===== src/rtl/mips_controller_pkg.sv =====
// Shared encodings for the multicycle MIPS control unit: states, opcodes,
// funct codes, aluop and alucontrol values.
package mips_defs;

  typedef enum logic [3:0] {
    S_FETCH1  = 4'd0,
    S_FETCH2  = 4'd1,
    S_FETCH3  = 4'd2,
    S_FETCH4  = 4'd3,
    S_DECODE  = 4'd4,
    S_MEMADR  = 4'd5,
    S_LBRD    = 4'd6,
    S_LBWR    = 4'd7,
    S_SBWR    = 4'd8,
    S_RTYPEEX = 4'd9,
    S_RTYPEWR = 4'd10,
    S_BEQEX   = 4'd11,
    S_JEX     = 4'd12,
    S_ADDIEX  = 4'd13,
    S_ADDIWR  = 4'd14
  } state_t;

  localparam logic [5:0] OP_LB    = 6'b100000;
  localparam logic [5:0] OP_SB    = 6'b101000;
  localparam logic [5:0] OP_RTYPE = 6'b000000;
  localparam logic [5:0] OP_BEQ   = 6'b000100;
  localparam logic [5:0] OP_J     = 6'b000010;
  localparam logic [5:0] OP_ADDI  = 6'b001000;

  localparam logic [5:0] FN_ADD = 6'b100000;
  localparam logic [5:0] FN_SUB = 6'b100010;
  localparam logic [5:0] FN_AND = 6'b100100;
  localparam logic [5:0] FN_OR  = 6'b100101;
  localparam logic [5:0] FN_SLT = 6'b101010;

  localparam logic [1:0] ALUOP_ADD   = 2'b00;
  localparam logic [1:0] ALUOP_SUB   = 2'b01;
  localparam logic [1:0] ALUOP_FUNCT = 2'b10;

  localparam logic [2:0] ALU_ADD = 3'b010;
  localparam logic [2:0] ALU_SUB = 3'b110;
  localparam logic [2:0] ALU_AND = 3'b000;
  localparam logic [2:0] ALU_OR  = 3'b001;
  localparam logic [2:0] ALU_SLT = 3'b111;

endpackage


===== src/rtl/mips_controller_alu_decoder.sv =====
// ALU operation decode from aluop and the R-type funct field. Combinational.
module alu_decoder
  import mips_defs::*;
(
  input  logic [1:0] aluop,
  input  logic [5:0] funct,
  output logic [2:0] alucontrol
);

  // Fixed ops for 00/01, funct lookup for 10; anything unknown falls back to add
  always_comb begin
    alucontrol = ALU_ADD;
    case (aluop)
      ALUOP_SUB:   alucontrol = ALU_SUB;
      ALUOP_FUNCT: begin
        case (funct)
          FN_ADD:  alucontrol = ALU_ADD;
          FN_SUB:  alucontrol = ALU_SUB;
          FN_AND:  alucontrol = ALU_AND;
          FN_OR:   alucontrol = ALU_OR;
          FN_SLT:  alucontrol = ALU_SLT;
          default: alucontrol = ALU_ADD;
        endcase
      end
      default:     alucontrol = ALU_ADD;
    endcase
  end

endmodule


===== src/rtl/mips_controller.sv =====
// Moore control FSM for the 8-bit multicycle MIPS datapath: four byte fetch
// cycles, decode, then per-class execute/writeback states.
module mips_controller
  import mips_defs::*;
(
  input  logic       clk,
  input  logic       reset,
  input  logic [5:0] op,
  input  logic [5:0] funct,
  input  logic       zero,
  output logic       memread,
  output logic       memwrite,
  output logic       alusrca,
  output logic [1:0] alusrcb,
  output logic       iord,
  output logic [3:0] irwrite,
  output logic       memtoreg,
  output logic       regdst,
  output logic       regwrite,
  output logic [1:0] pcsource,
  output logic       pcen,
  output logic [2:0] alucontrol
);

  state_t     state;
  state_t     dstate;
  logic [1:0] aluop;
  logic       pcwrite;
  logic       branch;
  logic       rd_raw, wr_raw, rw_raw;
  logic [3:0] ir_raw;

  // State register and transitions; op is consulted only in DECODE and MEMADR
  always_ff @(posedge clk) begin
    if (reset) begin
      state <= S_FETCH1;
    end else begin
      case (state)
        S_FETCH1:  state <= S_FETCH2;
        S_FETCH2:  state <= S_FETCH3;
        S_FETCH3:  state <= S_FETCH4;
        S_FETCH4:  state <= S_DECODE;
        S_DECODE: begin
          case (op)
            OP_LB, OP_SB: state <= S_MEMADR;
            OP_RTYPE:     state <= S_RTYPEEX;
            OP_BEQ:       state <= S_BEQEX;
            OP_J:         state <= S_JEX;
            OP_ADDI:      state <= S_ADDIEX;
            default:      state <= S_FETCH1;  // illegal op retires as a NOP
          endcase
        end
        S_MEMADR:  state <= (op == OP_LB) ? S_LBRD : S_SBWR;
        S_LBRD:    state <= S_LBWR;
        S_RTYPEEX: state <= S_RTYPEWR;
        S_ADDIEX:  state <= S_ADDIWR;
        default:   state <= S_FETCH1;
      endcase
    end
  end

  // While reset is high the outputs present FETCH1 so the datapath sees a
  // clean, enable-free image even if the register still holds an old state
  assign dstate = reset ? S_FETCH1 : state;

  // Moore output decode from the (reset-overridden) state
  always_comb begin
    rd_raw   = 1'b0;
    wr_raw   = 1'b0;
    rw_raw   = 1'b0;
    ir_raw   = 4'b0000;
    alusrca  = 1'b0;
    alusrcb  = 2'b00;
    iord     = 1'b0;
    memtoreg = 1'b0;
    regdst   = 1'b0;
    pcsource = 2'b00;
    pcwrite  = 1'b0;
    branch   = 1'b0;
    aluop    = ALUOP_ADD;
    case (dstate)
      S_FETCH1, S_FETCH2, S_FETCH3, S_FETCH4: begin
        rd_raw  = 1'b1;
        ir_raw  = 4'b0001 << dstate[1:0];
        alusrcb = 2'b01;
        pcwrite = 1'b1;
      end
      S_DECODE:  alusrcb = 2'b11;
      S_MEMADR, S_ADDIEX: begin
        alusrca = 1'b1;
        alusrcb = 2'b10;
      end
      S_LBRD: begin
        rd_raw = 1'b1;
        iord   = 1'b1;
      end
      S_LBWR: begin
        rw_raw   = 1'b1;
        memtoreg = 1'b1;
      end
      S_SBWR: begin
        wr_raw = 1'b1;
        iord   = 1'b1;
      end
      S_RTYPEEX: begin
        alusrca = 1'b1;
        aluop   = ALUOP_FUNCT;
      end
      S_RTYPEWR: begin
        rw_raw = 1'b1;
        regdst = 1'b1;
      end
      S_BEQEX: begin
        alusrca  = 1'b1;
        aluop    = ALUOP_SUB;
        branch   = 1'b1;
        pcsource = 2'b01;
      end
      S_JEX: begin
        pcwrite  = 1'b1;
        pcsource = 2'b10;
      end
      S_ADDIWR:  rw_raw = 1'b1;
      default: ;
    endcase
  end

  // Strobes and enables are gated by reset so an aborted instruction leaves no trace
  always_comb begin
    memread  = rd_raw & ~reset;
    memwrite = wr_raw & ~reset;
    regwrite = rw_raw & ~reset;
    irwrite  = reset ? 4'b0000 : ir_raw;
    pcen     = (pcwrite | (branch & zero)) & ~reset;
  end

  alu_decoder u_aludec (
    .aluop      (aluop),
    .funct      (funct),
    .alucontrol (alucontrol)
  );

endmodule


===== config.mk =====
export PLATFORM = sky130hd
export DESIGN_NAME = mips_controller
export DESIGN_NICKNAME = d
export VERILOG_FILES = /design/src/rtl/mips_controller_pkg.sv /design/src/rtl/mips_controller_alu_decoder.sv /design/src/rtl/mips_controller.sv
export SDC_FILE = /design/constraint.sdc
export NUM_CORES = 1
export LEC_CHECK = 0
export CORE_MARGIN = 2
export CORE_UTILIZATION = 45
export CTS_BUF_LIST = sky130_fd_sc_hd__clkbuf_8
export CTS_CLUSTER_DIAMETER = 150
export CTS_CLUSTER_SIZE = 12
export DETAILED_ROUTE_END_ITERATION = 10
export PLACE_DENSITY_LB_ADDON = 0.08
export SLEW_MARGIN = 20
export SYNTH_ARGS = -nofsm -noshare
export SYNTH_HDL_FRONTEND = slang
export SYNTH_HIERARCHICAL = 1
export SYNTH_SLANG_ARGS = --single-unit

===== constraint.sdc =====
create_clock -name clk -period 5.4 [get_ports clk]
set_input_delay 1.08 -clock clk [delete_from_list [all_inputs] [get_ports clk]]
set_output_delay 1.08 -clock clk [all_outputs]
set_load 0.01 [all_outputs]

==> metrics, run 1 <==
status=finished clean; RePlAce Congestion=0.8419; DIE WIDTH=43.85 µm; endpoints failing setup=0; most frequent cell on the critical path=clkdlybuf4s50_1; Async SR Flop Fraction=0%; most common cell in the synthesized netlist=nor2_1; Pwr Total=0.1461 mW; Hold Crit Class=reg2reg; pre-CTS setup slack=0.8874 ns; worst path cell trace=clkdlybuf4s50_1 > or3b_4 > nor2_1 > inv_1 > ha_1 > nand4bb_1 > o22ai_1 > clkdlybuf4s50_1; Static Leak=0.3524 nW; Iter 0 DRT Violations=9; Comb power frac=29.8%; # resized after CTS=0; number of post-CTS setup repair buffers=0; Setup Skew=0.005529 ns; Int Pwr=0.1050 mW; most flop-heavy register=state; RR Startpoint=state[3]; DP HPWL=1251 µm; Final nets=141; latest clock arrival within the worst-skew pair=0.22 ns; number of synthesized flops with an enable pin=0; number of flip-flops under the largest register name=4; Total GRT Usage=19.44%; via count=785; n_diodes=0; hold slack final=0.7020 ns; drt wl/cell=12.11 µm; worst setup path start=reset; ys flop type=dfxtp_1; Data required, critical path=4.32 ns; VDD IR max=216.0 µV; mean post-synth cell area=7.600 µm²; Initial Utilization=47.98%; Largest regs=state: 4 flops; H-tree Lvls=1; core footprint=1489 µm²; Clk network pwr share=42.8%; RSZ-0062 raised after global routing=false; Yosys top cell area share=11.21%; row cnt=14; Netlist cell types=43; ranking of synthesized cells by area=dfxtp_1 (11%), nor2_1 (7.4%), buf_6 (6.3%), a21oi_1 (4.9%), nor3_1 (4.9%); Die Span Y=43.85 µm; Hold Buf Count CTS=0; post-layout util=69.24%; switch share=28.14%; sequential share of the synthesized area=11.21%; switching pwr=0.04112 mW; CP Launch Type=primary input; crit-path max FO=4; drt total wl=1671 µm; fin crit period=4.503 ns; clock root buffer master=clkbuf_8; DRC viols=0; slowest stage delay, CP=0.55 ns; largest net degree at the start of global routing=20; fin worst setup slack=0.8966 ns; Least-Margin Pin Slew=0.5891 ns; CTS max path bufs=2; register bit count reported by yosys=4; die area=1922 µm²; first-pass GRT wire length=2967 µm; Yosys top cell by area=dfxtp_1; Sum Neg Setup Slack=0 ns; Final Cycle Share=83.40%; via/cell ratio=5.688; initial antenna violation count=0; Area Overhead vs Synth=44.31%; clk sink count=4; total congestion overflow=0; IO Count=34; # port buffers=33; max-slew violations=0; Mapped Nets=111; Pwr per Cell Area=141.7 nW/µm²; post-synthesis cell area=714.4 µm²; Flop pwr share=27.4%; layout cells sized above 1=9.016%; Max-slew headroom=60.67%; CP Capture Type=output port; CTS tree=built; Syn. warnings=6; # Max-Cap Violations=0; CTS clk-pin slew, worst paths=0.03 ns; fmax=222.1 MHz; Detail Route Antenna Nets=0; CTS Buf Count=3; Commonest cells post-synth=nor2_1 (14), a21oi_1 (7), nor3_1 (7); 1st-pass router iterations=4; vias in the first global route=689; final hold violation count=0; Hold Startpoint=state[3]; slowest CP cell=clkdlybuf4s50_1; worst path arrival time=3.42 ns; WS Path Type=in2out; synthesized instance count=94
-- worst max-delay path, delay by kind of cell --
kind	cells	cell delay [ns]
and+or+nand+nor	3	0.83
AOI/OAI and AO/OA	1	0.14
adders and majority gates	1	0.33
buffers and inverters	3	1.04
-- power groups by stage --
stage / Clock (mW) / Combinational, mW / Sequential [mW]
floorplan: 0 / 0.0317 / 0.0326
global placement: 0 / 0.0429 / 0.0406
detailed placement: 0 / 0.0434 / 0.0406
CTS: 0.0649 / 0.0435 / 0.0403
global route: 0.0670 / 0.0477 / 0.0414
finish: 0.0625 / 0.0435 / 0.0401
-- per-layer routing --
metal,share of wire [%],GRT usage (%),up-vias
met1,48,26.38,358
met4,0,1.818,0
li1,-,-,405
met3,5.1,4.583,0
met5,0,0,-
met2,47,32.35,22
-- cell type report --
type	instances	area (µm²)
clock buffer	3	41.29
fill	129	457.9
inverter	3	11.26
multi-input combinational	78	540.5
sequential	4	80.08
tap	16	20.02
timing repair buffer	34	337.8
-- per-stage QoR --
stage               area, µm²  std cells
floorplan               714.4         94
global placement        989.7        135
detailed placement      989.7        135
CTS                      1031        138
global route             1031        138
finish                   1031        138
-- logic make-up (layout without fill, tap and decap cells) --
| kind of cell | Yosys count | in the layout | synth area share [%] |
|---|---|---|---|
| flops | 4 | 4 | 11.21 |
| simple gates | 53 | 53 | 50.26 |
| xor+xnor | 1 | 1 | 1.226 |
| compound gates | 22 | 22 | 20.67 |
| fa+ha+maj | 2 | 2 | 3.502 |
| buf+inv | 12 | 40 | 13.13 |
-- cells in the final DEF (no fill, tap or decap), types with 2 or more instances in the layout --
cell type         n
a21oi_1           7
nor3_1            7
clkbuf_8          3
dfxtp_1           4
o21ai_0           2
nor3b_1           2
or2b_1            2
nand2b_1          2
ha_1              2
nand4bb_1         2
nor2_1           14
and2b_1           2
nand3_1           2
inv_1             3
nand2_1           4
or3_1             3
a211oi_1          2
nand3b_1          3
clkdlybuf4s50_1  33
-- path summary, 6_finish.rpt --
kind,end,slack (ns),cells after the start
worst max register to register,state[1],4.05,3
worst max-delay path,alucontrol[2],0.90,8
worst min register to register,state[3],0.70,2
worst min-delay path,state[3],0.70,2
(Power assumes the default switching activity.)
==> inputs of run 2 (changes only) <==
--- a/config.mk
+++ b/config.mk
@@ -5,8 +5,9 @@
 export SDC_FILE = /design/constraint.sdc
 export NUM_CORES = 1
 export LEC_CHECK = 0
+export CORE_ASPECT_RATIO = 0.7
 export CORE_MARGIN = 2
-export CORE_UTILIZATION = 45
+export CORE_UTILIZATION = 38
 export CTS_BUF_LIST = sky130_fd_sc_hd__clkbuf_8
 export CTS_CLUSTER_DIAMETER = 150
 export CTS_CLUSTER_SIZE = 12
==> constraint.sdc (replaced) <==
create_clock -name clk -period 3.9 [get_ports clk]
set_input_delay 0.78 -clock clk [delete_from_list [all_inputs] [get_ports clk]]
set_output_delay 0.78 -clock clk [all_outputs]
set_load 0.01 [all_outputs]
==> metrics, run 2 (synthesis results as in run 1) <==
IO Count=34 (unchanged); DP HPWL=1388 µm (+11%); 1st-pass router iterations=4 (unchanged); number of flip-flops under the largest register name=4 (unchanged); Die Span Y=40.28 µm (-8.1%); commonest cells after routing, fill and taps aside=clkdlybuf4s50_1 (31), nor2_1 (14), nor3_1 (7), a21oi_1 (7), buf_4 (6); Hold Crit Class=reg2reg; DIE WIDTH=55.83 µm (+27%); CTS Buf Count=3 (unchanged); endpoints failing setup=0 (unchanged); DP Area=1035 µm² (+4.6%); CTS clk-pin slew, worst paths=0.03 ns (about the same); WS Path Type=in2out; via/cell ratio=5.342 (-6.1%); CP Capture Type=output port; latest clock arrival within the worst-skew pair=0.21 ns (about the same); largest net degree at the start of global routing=19 (-5.0%); clock root buffer master=clkbuf_8; fmax=266.6 MHz; RePlAce Congestion=0.7916 (-6.0%); Static Leak=0.4157 nW (+18%); crit-path max FO=4 (unchanged); status=finished clean; slowest stage delay, CP=0.56 ns (about the same); fin crit period=3.750 ns; # port buffers=33 (unchanged); # Max-Cap Violations=0 (unchanged); Comb power frac=34.5% (+4.7 points); n_diodes=0 (unchanged); max-slew violations=0 (unchanged); Clk network pwr share=41.3% (-1.5 points); Max-slew headroom=63.09% (+2.4 points); switching pwr=0.05557 mW (+35%); Least-Margin Pin Slew=0.5529 ns (-0.03623 ns); Flop pwr share=24.2% (-3.2 points); commonest non-fill, non-tap cell in the layout=clkdlybuf4s50_1; die area=2249 µm² (+17%); Final nets=146 (+3.5%); worst path arrival time=2.97 ns (-0.45 ns); M1 WL=970 µm (+22%); Highest Signal Layer=met4; met3 WL post-DR=57 µm (-33%); Final Cycle Share=96.16%; FF+latch area=80.08 µm² (unchanged); Largest regs=state: 4 flops; number of post-CTS setup repair buffers=0 (unchanged); row cnt=13 (-1); Pwr per Cell Area=187.5 nW/µm² (+32%); drt total wl=1835 µm (+9.8%); RSZ-0062 raised after global routing=false; Hold Buf Count CTS=0 (unchanged); Multi-input gate area=540.5 µm² (unchanged); Initial Utilization=39.22% (-8.8 points); Int Pwr=0.1472 mW (+40%); total congestion overflow=0 (unchanged); core footprint=1822 µm² (+22%); initial antenna violation count=0 (unchanged); Detail Route Antenna Nets=0 (unchanged); Filler cells=179 (+39%); switch share=27.41% (-0.73 points); H-tree Lvls=1 (unchanged); Sum Neg Setup Slack=0 ns (unchanged); DRC viols=0 (unchanged); drt wl/cell=12.32 µm (+1.7%); CP Launch Type=primary input; Iter 0 DRT Violations=14 (+5); slowest CP cell=clkdlybuf4s50_1; Setup Skew=0.001260 ns (-0.004269 ns); final hold violation count=0 (unchanged); CTS max path bufs=2 (unchanged); clk sink count=4 (unchanged); vias in the first global route=680 (-1.3%); Area Overhead vs Synth=51.31%; worst path cell trace=clkdlybuf4s50_1 > or3b_4 > nor2_1 > inv_1 > ha_1 > buf_4 > nor2_1 > a31oi_1 > clkdlybuf4s50_1; most flop-heavy register=state; layout cells sized above 1=12.60% (+3.6 points); via count=796 (+1.4%); first-pass GRT wire length=2856 µm (-3.7%); CTS tree=built; Pwr Total=0.2027 mW (+39%); routed wire length on met2=787 µm (-0.13%); Total GRT Usage=16.27% (-3.2 points); VDD IR max=134.2 µV (-38%); Data required, critical path=3.12 ns (-1.20 ns); fin area=1081 µm² (+4.9%)
==> run 2: timing repair <==
action,4_1_cts,5_1_grt
gates resized for setup,0,2
endpoints found under the hold margin,0,0
setup endpoints to repair,0,2
==> run 2: worst max-delay path, delay by kind of cell <==
family,cells,cell delay [ns]
AND/OR/NAND/NOR,3,0.60
adder cells (fa/ha/maj),1,0.28
AO/OA/AOI/OAI,1,0.16
buffers and inverters,4,1.16
==> run 2: worst paths after layout <==
check,startpoint,end,slack [ns],depth (start not counted)
min,state[3],state[3],0.67,3
max reg2reg,state[0],state[1],2.55,2
max,reset,alucontrol[1],0.15,9
min reg2reg,state[3],state[3],0.67,3
==> run 2: power by group through the flow <==
| stage | sequential, mW | clock (mW) | combinational (mW) |
|---|---|---|---|
| detailed placement | 0.0495 | 0 | 0.0695 |
| global placement | 0.0493 | 0 | 0.0692 |
| CTS | 0.0490 | 0.0863 | 0.0700 |
| global route | 0.0497 | 0.0899 | 0.0753 |
| floorplan | 0.0451 | 0 | 0.0438 |
| finish | 0.0490 | 0.0838 | 0.0699 |
==> run 2: layout make-up <==
type                            count  share of cell area [%]
Tap cell                           22                   2.546
Multi-Input combinational cell     78                   50.00
Inverter                            3                   1.042
Sequential cell                     4                   7.407
Timing Repair Buffer               39                   35.19
Clock buffer                        3                   3.819
==> run 2: through the flow <==
step | setup WS (ns) | util (%) | instances | hold slack, ns
after floorplan | 0.9734 | - | 94 | 0.5838
after global placement | 0.09603 | 56.80 | 146 | 0.6789
after detailed placement | 0.08168 | 56.80 | 146 | 0.6709
after CTS | 0.05697 | 59.07 | 149 | 0.6768
after global routing | 0.05232 | 59.34 | 149 | 0.7218
final | 0.1498 | 59.34 | 149 | 0.6681
==> run 2: layer usage <==
metal / GRT usage (%) / up-vias
met2: 25.60 / 16
met1: 23.45 / 367
li1: - / 411
met4: 7.143 / 0
met3: 0.9677 / 2
met5: 0 / -
==> edit 1, RTL diff (settings of run 2) <==
Make the reset (`reset`) asynchronous in one clocked block.
--- a/src/rtl/mips_controller.sv
+++ b/src/rtl/mips_controller.sv
@@ -31,7 +31,7 @@
   logic [3:0] ir_raw;
 
   // State register and transitions; op is consulted only in DECODE and MEMADR
-  always_ff @(posedge clk) begin
+  always_ff @(posedge clk or posedge reset) begin
     if (reset) begin
       state <= S_FETCH1;
     end else begin
Function: same outputs for any inputs over 10 cycles, from zero or initial values and one cycle with reset high; that may be too few to reach the edited logic, so the function may still have changed.
==> edit 1 against run 2 <==
Sequential cell count stayed put; global-route usage up 4.5 points; worst setup slack improved by 0.048 ns; non-clock buffer count decreased by 3; wire length rose by 1.3%; maximum frequency grew 1.3%; die area down 14%; synthesized cell count fell by 9.6%; cell area down 7.6%; synthesized area decreased by 15%.
Power is not compared: it rests on default switching activity, and its combinational part moved more than twofold at a synthesized area within 25%.
==> edit 1: results (changes against run 2) <==
| Metric | Value |
|---|---|
| Clock Latency Late Sink | 0.22 ns |
| Post-synth top cells | nor2_1 (9), nor3_1 (8), inv_1 (7), a21oi_1 (6) (was nor2_1 (14), a21oi_1 (7), nor3_1 (7)) |
| HP Start | state[3] (unchanged) |
| Crit-path slowest cell | clkdlybuf4s50_1 (unchanged) |
| Share of layout cells above drive strength 1 | 9.24% (was 12.6%) |
| Placed cells | 137 (was 146) |
| Clk buf depth | 2 (unchanged) |
| Crit path launch | reset (unchanged) |
| Sequential share of the synthesized area | 16.6% (was 11.2%) |
| Status | finished, final reports clean (unchanged) |
| First-pass GRT wire length | 3010 um (was 2860 um) |
| Detailed-route via count | 768 (was 796) |
| Synth unique cells | 37 (was 43) |
| Worst r2r src | state[0] (unchanged) |
| Total CTS buffers | 3 (unchanged) |
| DP Wirelength | 1360 um (was 1390 um) |
| Synthesized net count | 102 (was 111) |
| Final RePlAce weighted congestion | 0.743 (was 0.792) |
| Worst Hold Class | reg2reg (unchanged) |
| Wire per inst | 13.3 um (was 12.3 um) |
| Fraction of registers with async set/reset | 100% (was 0%) |
| Cell count after synthesis | 85 (was 94) |
| Vias in the first global route | 745 (was 680) |
| Largest fanout on the critical path | 4 (unchanged) |
| Router iterations before antenna repair | 4 (unchanged) |
| Biggest regs | state x4 (unchanged) |
| Clock transition at path regs | 0.03 ns (about the same) |
| Post-cts resize count | 0 (unchanged) |
| DRT iter0 DRCs | 19 (was 14) |
| Max_slew headroom | 64.7% (was 63.1%) |
| Synth top area cells | dfrtp_1 (17%), nor3_1 (6.6%), nor2_1 (5.6%) (was dfxtp_1 (11%), nor2_1 (7.4%), buf_6 (6.3%)) |
| Diodes inserted | 0 (unchanged) |
| Fin Clk Skew | 0.00376 ns (was 0.00126 ns) |
| Fin. Hold Viols | 0 (unchanged) |
| Cell Area, Placed | 957 um^2 (was 0.00103 mm^2) |
| P_leak | 0.371 nW |
| P_sw | 0.000204 W |
| GRT Total Usage | 20.8% (was 16.3%) |
| Total wire length | 1860 um (was 1840 um) |
| Peak VDD IR | 0.385 mV |
| Initial antenna violation count | 0 (unchanged) |
| Largest net degree at the start of global routing | 15 (was 19) |
| IO Port Bufs | 33 (unchanged) |
edit 1: changes by cell type in the layout (fill, tap and decap cells not counted), sizes merged, moves of 3 or more:
cell and change:
nand3b -3, dfrtp +4, buf -3, inv +4, nor2 -5, dfxtp -4
edit 1: kinds of logic after synthesis:
group / synth area share (%)
AND/OR/NAND/NOR: 44.7
AO/OA/AOI/OAI: 22.6
buffers and inverters: 8.70
flip-flops: 16.6
adder cells (fa/ha/maj): 6.00
XOR/XNOR: 1.45
edit 1: per-stage QoR:
| step | setup slack [ns] | utilization [%] |
|---|---|---|
| 2_1_floorplan | 1.00 | - |
| 5_1_grt | 0.0217 | 65.2 |
| 3_5_place_dp | 0.211 | 62.5 |
| 6_report | 0.198 | 65.2 |
| 4_1_cts | 0.198 | 65.2 |
| 3_3_place_gp | 0.248 | 62.5 |
edit 1: power by group through the flow:
stage / registers [W] / clock network (W) / logic (W)
2_1_floorplan: 0.0000701 / 0 / 0.000181
3_3_place_gp: 0.000119 / 0 / 0.000241
3_5_place_dp: 0.000117 / 0 / 0.000242
4_1_cts: 0.000117 / 0.0000881 / 0.000244
5_1_grt: 0.000124 / 0.0000935 / 0.000269
6_report: 0.000120 / 0.0000878 / 0.000245
edit 1: per-layer routing:
| metal | track usage, % | share of wire (%) |
|---|---|---|
| met1 | 28.7 | 53 |
| met2 | 31.4 | 42 |
| met3 | 6.40 | 4.3 |
| met4 | 5.26 | 0.43 |
| met5 | 0 | 0 |
edit 1: cell type report:
| type | count | area (um^2) |
|---|---|---|
| flip-flops and latches | 4 | 100 |
| well taps | 21 | 26.3 |
| clock buffers | 3 | 41.3 |
| inverters | 7 | 26.3 |
| repair buffers | 36 | 353 |
| fillers | 148 | 533 |
| multi-input cells | 69 | 452 |
edit 1: worst paths after layout:
kind	slack, ns	depth (start not counted)	to
min in group asynchronous	0.88	3	state[3]
worst min register to register	0.71	1	state[0]
max in group asynchronous	2.89	3	state[0]
worst max register to register	2.29	3	state[3]
worst max-delay path	0.20	9	alucontrol[2]
worst min-delay path	0.71	1	state[0]
edit 1: worst max-delay path, delay by kind of cell:
kind | cells | cell delay (ns)
adder cells (fa/ha/maj) | 1 | 0.33
AND/OR/NAND/NOR | 3 | 0.55
buffers and inverters | 4 | 1.09
AO/OA/AOI/OAI | 1 | 0.16
==> edit 2, RTL diff (config.mk and constraints of run 2) <==
Without the edit above. Put a register stage on the output `irwrite`, with the module's reset. The value now appears one clock later. The other outputs are not delayed to match.
--- a/src/rtl/mips_controller.sv
+++ b/src/rtl/mips_controller.sv
@@ -21,6 +21,8 @@
   output logic       pcen,
   output logic [2:0] alucontrol
 );
+
+  logic [3:0] irwrite_d;
 
   state_t     state;
   state_t     dstate;
@@ -130,7 +132,7 @@
     memread  = rd_raw & ~reset;
     memwrite = wr_raw & ~reset;
     regwrite = rw_raw & ~reset;
-    irwrite  = reset ? 4'b0000 : ir_raw;
+    irwrite_d = reset ? 4'b0000 : ir_raw;
     pcen     = (pcwrite | (branch & zero)) & ~reset;
   end
 
@@ -140,5 +142,13 @@
     .alucontrol (alucontrol)
   );
 
+  always_ff @(posedge clk) begin
+    if (reset) begin
+      irwrite <= '0;
+    end else begin
+      irwrite <= irwrite_d;
+    end
+  end
+
 endmodule
 
Behaviour: not the same (a bounded check fails within 4 cycles, from zero or initial values and one cycle with reset high).
==> edit 2 against run 2 <==
Non-clock buffer count decreased by 1; combinational power is 7.0% lower; cell area is 5.2% higher; sequential cell count increased by 4; core utilization increased by 2.5 points; maximum frequency shrank 0.68%; critical path type unchanged; worst setup slack got worse by 0.026 ns; synthesized area grew 3.0%; wire length grew 9.4%; power up 29%; sequential power rose by 99%; largest cell class unchanged; highest routed layer unchanged; clock skew barely moved; critical endpoint unchanged; first-iteration DRC count up 43%.
==> edit 2: results (changes against run 2) <==
| Metric | Value |
|---|---|
| Share of layout cells above drive strength 1 | 11.7% (was 12.6%) |
| P_leak | 0.413 nW (was 0.416 nW) |
| Biggest regs | irwrite x4, state x4 (was state x4) |
| Fraction of registers with async set/reset | 0% (unchanged) |
| Clock transition at path regs | 0.04 ns |
| Largest net degree at the start of global routing | 18 (was 19) |
| DRT iter0 DRCs | 20 (was 14) |
| Post-synth top cells | nor2_1 (15), a21oi_1 (9), dfxtp_1 (8), buf_2 (7), nor3_1 (5) (was nor2_1 (14), a21oi_1 (7), nor3_1 (7)) |
| Internal | 0.000191 W (was 0.000147 W) |
| Post-cts resize count | 0 (unchanged) |
| Status | finished, final reports clean (unchanged) |
| H-Tree Level Count | 1 (unchanged) |
| DP Wirelength | 1520 um (was 1390 um) |
| Vias in the first global route | 705 (was 680) |
| Nets | 147 (was 146) |
| Synth Warn # | 6 (unchanged) |
| Clock Latency Late Sink | 0.23 ns (was 0.21 ns) |
| Final RePlAce weighted congestion | 0.805 (was 0.792) |
| Sequential share of the synthesized area | 21.8% (was 11.2%) |
| Cell Area, Placed | 0.00109 mm^2 (was 0.00103 mm^2) |
| GRT Total Usage | 17.7% (was 16.3%) |
| Filler Cell Count | 163 (was 179) |
| Detailed-route via count | 837 (was 796) |
| Synth unique cells | 38 (was 43) |
| Synthesized net count | 112 (was 111) |
| Peak VDD IR | 0.196 mV (was 0.134 mV) |
| Worst Hold Class | reg2reg (unchanged) |
| Largest fanout on the critical path | 4 (unchanged) |
| Synth top area cells | dfxtp_1 (22%), nor2_1 (7.7%), a21oi_1 (6.1%) (was dfxtp_1 (11%), nor2_1 (7.4%), buf_6 (6.3%)) |
| Fin Clk Skew | 0.00116 ns (was 0.00126 ns) |
| First-pass GRT wire length | 3110 um (was 2860 um) |
| Worst path arrival time | 3.00 ns (was 2.97 ns) |
| Total wire length | 2010 um (was 1840 um) |
| Worst-margin pin slew | 0.556 ns (was 0.553 ns) |
| Root Buffer | clkbuf_8 (unchanged) |
edit 2: cells by family after synthesis:
family | after synthesis | share of synthesized area (%)
flops | 8 | 21.8
fa+ha+maj | 2 | 3.40
compound gates | 24 | 21.6
xor+xnor | 2 | 2.38
simple gates | 48 | 43.5
buf+inv | 11 | 7.31
edit 2: worst max-delay path, delay by kind of cell:
| kind | cells | cell delay [ns] |
|---|---|---|
| AND/OR/NAND/NOR | 3 | 0.61 |
| buffers and inverters | 4 | 1.18 |
| adder cells (fa/ha/maj) | 1 | 0.28 |
| AO/OA/AOI/OAI | 1 | 0.15 |
edit 2: per-layer routing:
layer	vias to the layer above	GRT usage, %	routed length, um
li1	417	-	-
met1	388	24.8	1060
met2	28	28.5	829
met3	4	0.946	92
met4	0	8.93	25
met5	-	0	0
edit 2: power groups by stage:
stage	clock network, W	registers [W]	logic (W)
after floorplan	0	0.0000927	0.0000360
after global placement	0	0.0000990	0.0000634
after detailed placement	0	0.0000991	0.0000642
after CTS	0.0000985	0.0000977	0.0000645
after global routing	0.000105	0.0000988	0.0000699
final	0.0000997	0.0000976	0.0000650
edit 2: cell type report:
type                    count  share of cell area [%]
inverters                   3                   0.990
multi-input cells          76                    46.1
well taps                  22                    2.42
clock buffers               3                    3.63
repair buffers             38                    32.8
flip-flops and latches      8                    14.1
edit 2: path summary, 6_finish.rpt:
| path | start | to | slack (ns) | cells after the start |
|---|---|---|---|---|
| max reg2reg | state[0] | state[3] | 2.52 | 4 |
| min reg2reg | state[2] | state[2] | 0.72 | 3 |
| max | reset | alucontrol[1] | 0.12 | 9 |
| min | state[2] | state[2] | 0.72 | 3 |
edit 2: metrics by stage:
stage | util [%] | cells | setup WS [ns] | total power [W]
floorplan | - | 95 | 0.942 | 0.000129
detailed placement | 59.2 | 147 | 0.0520 | 0.000163
CTS | 61.5 | 150 | 0.0434 | 0.000261
finish | 61.9 | 150 | 0.124 | 0.000262
global placement | 59.2 | 147 | 0.0883 | 0.000162
global route | 61.9 | 150 | 0.0275 | 0.000273
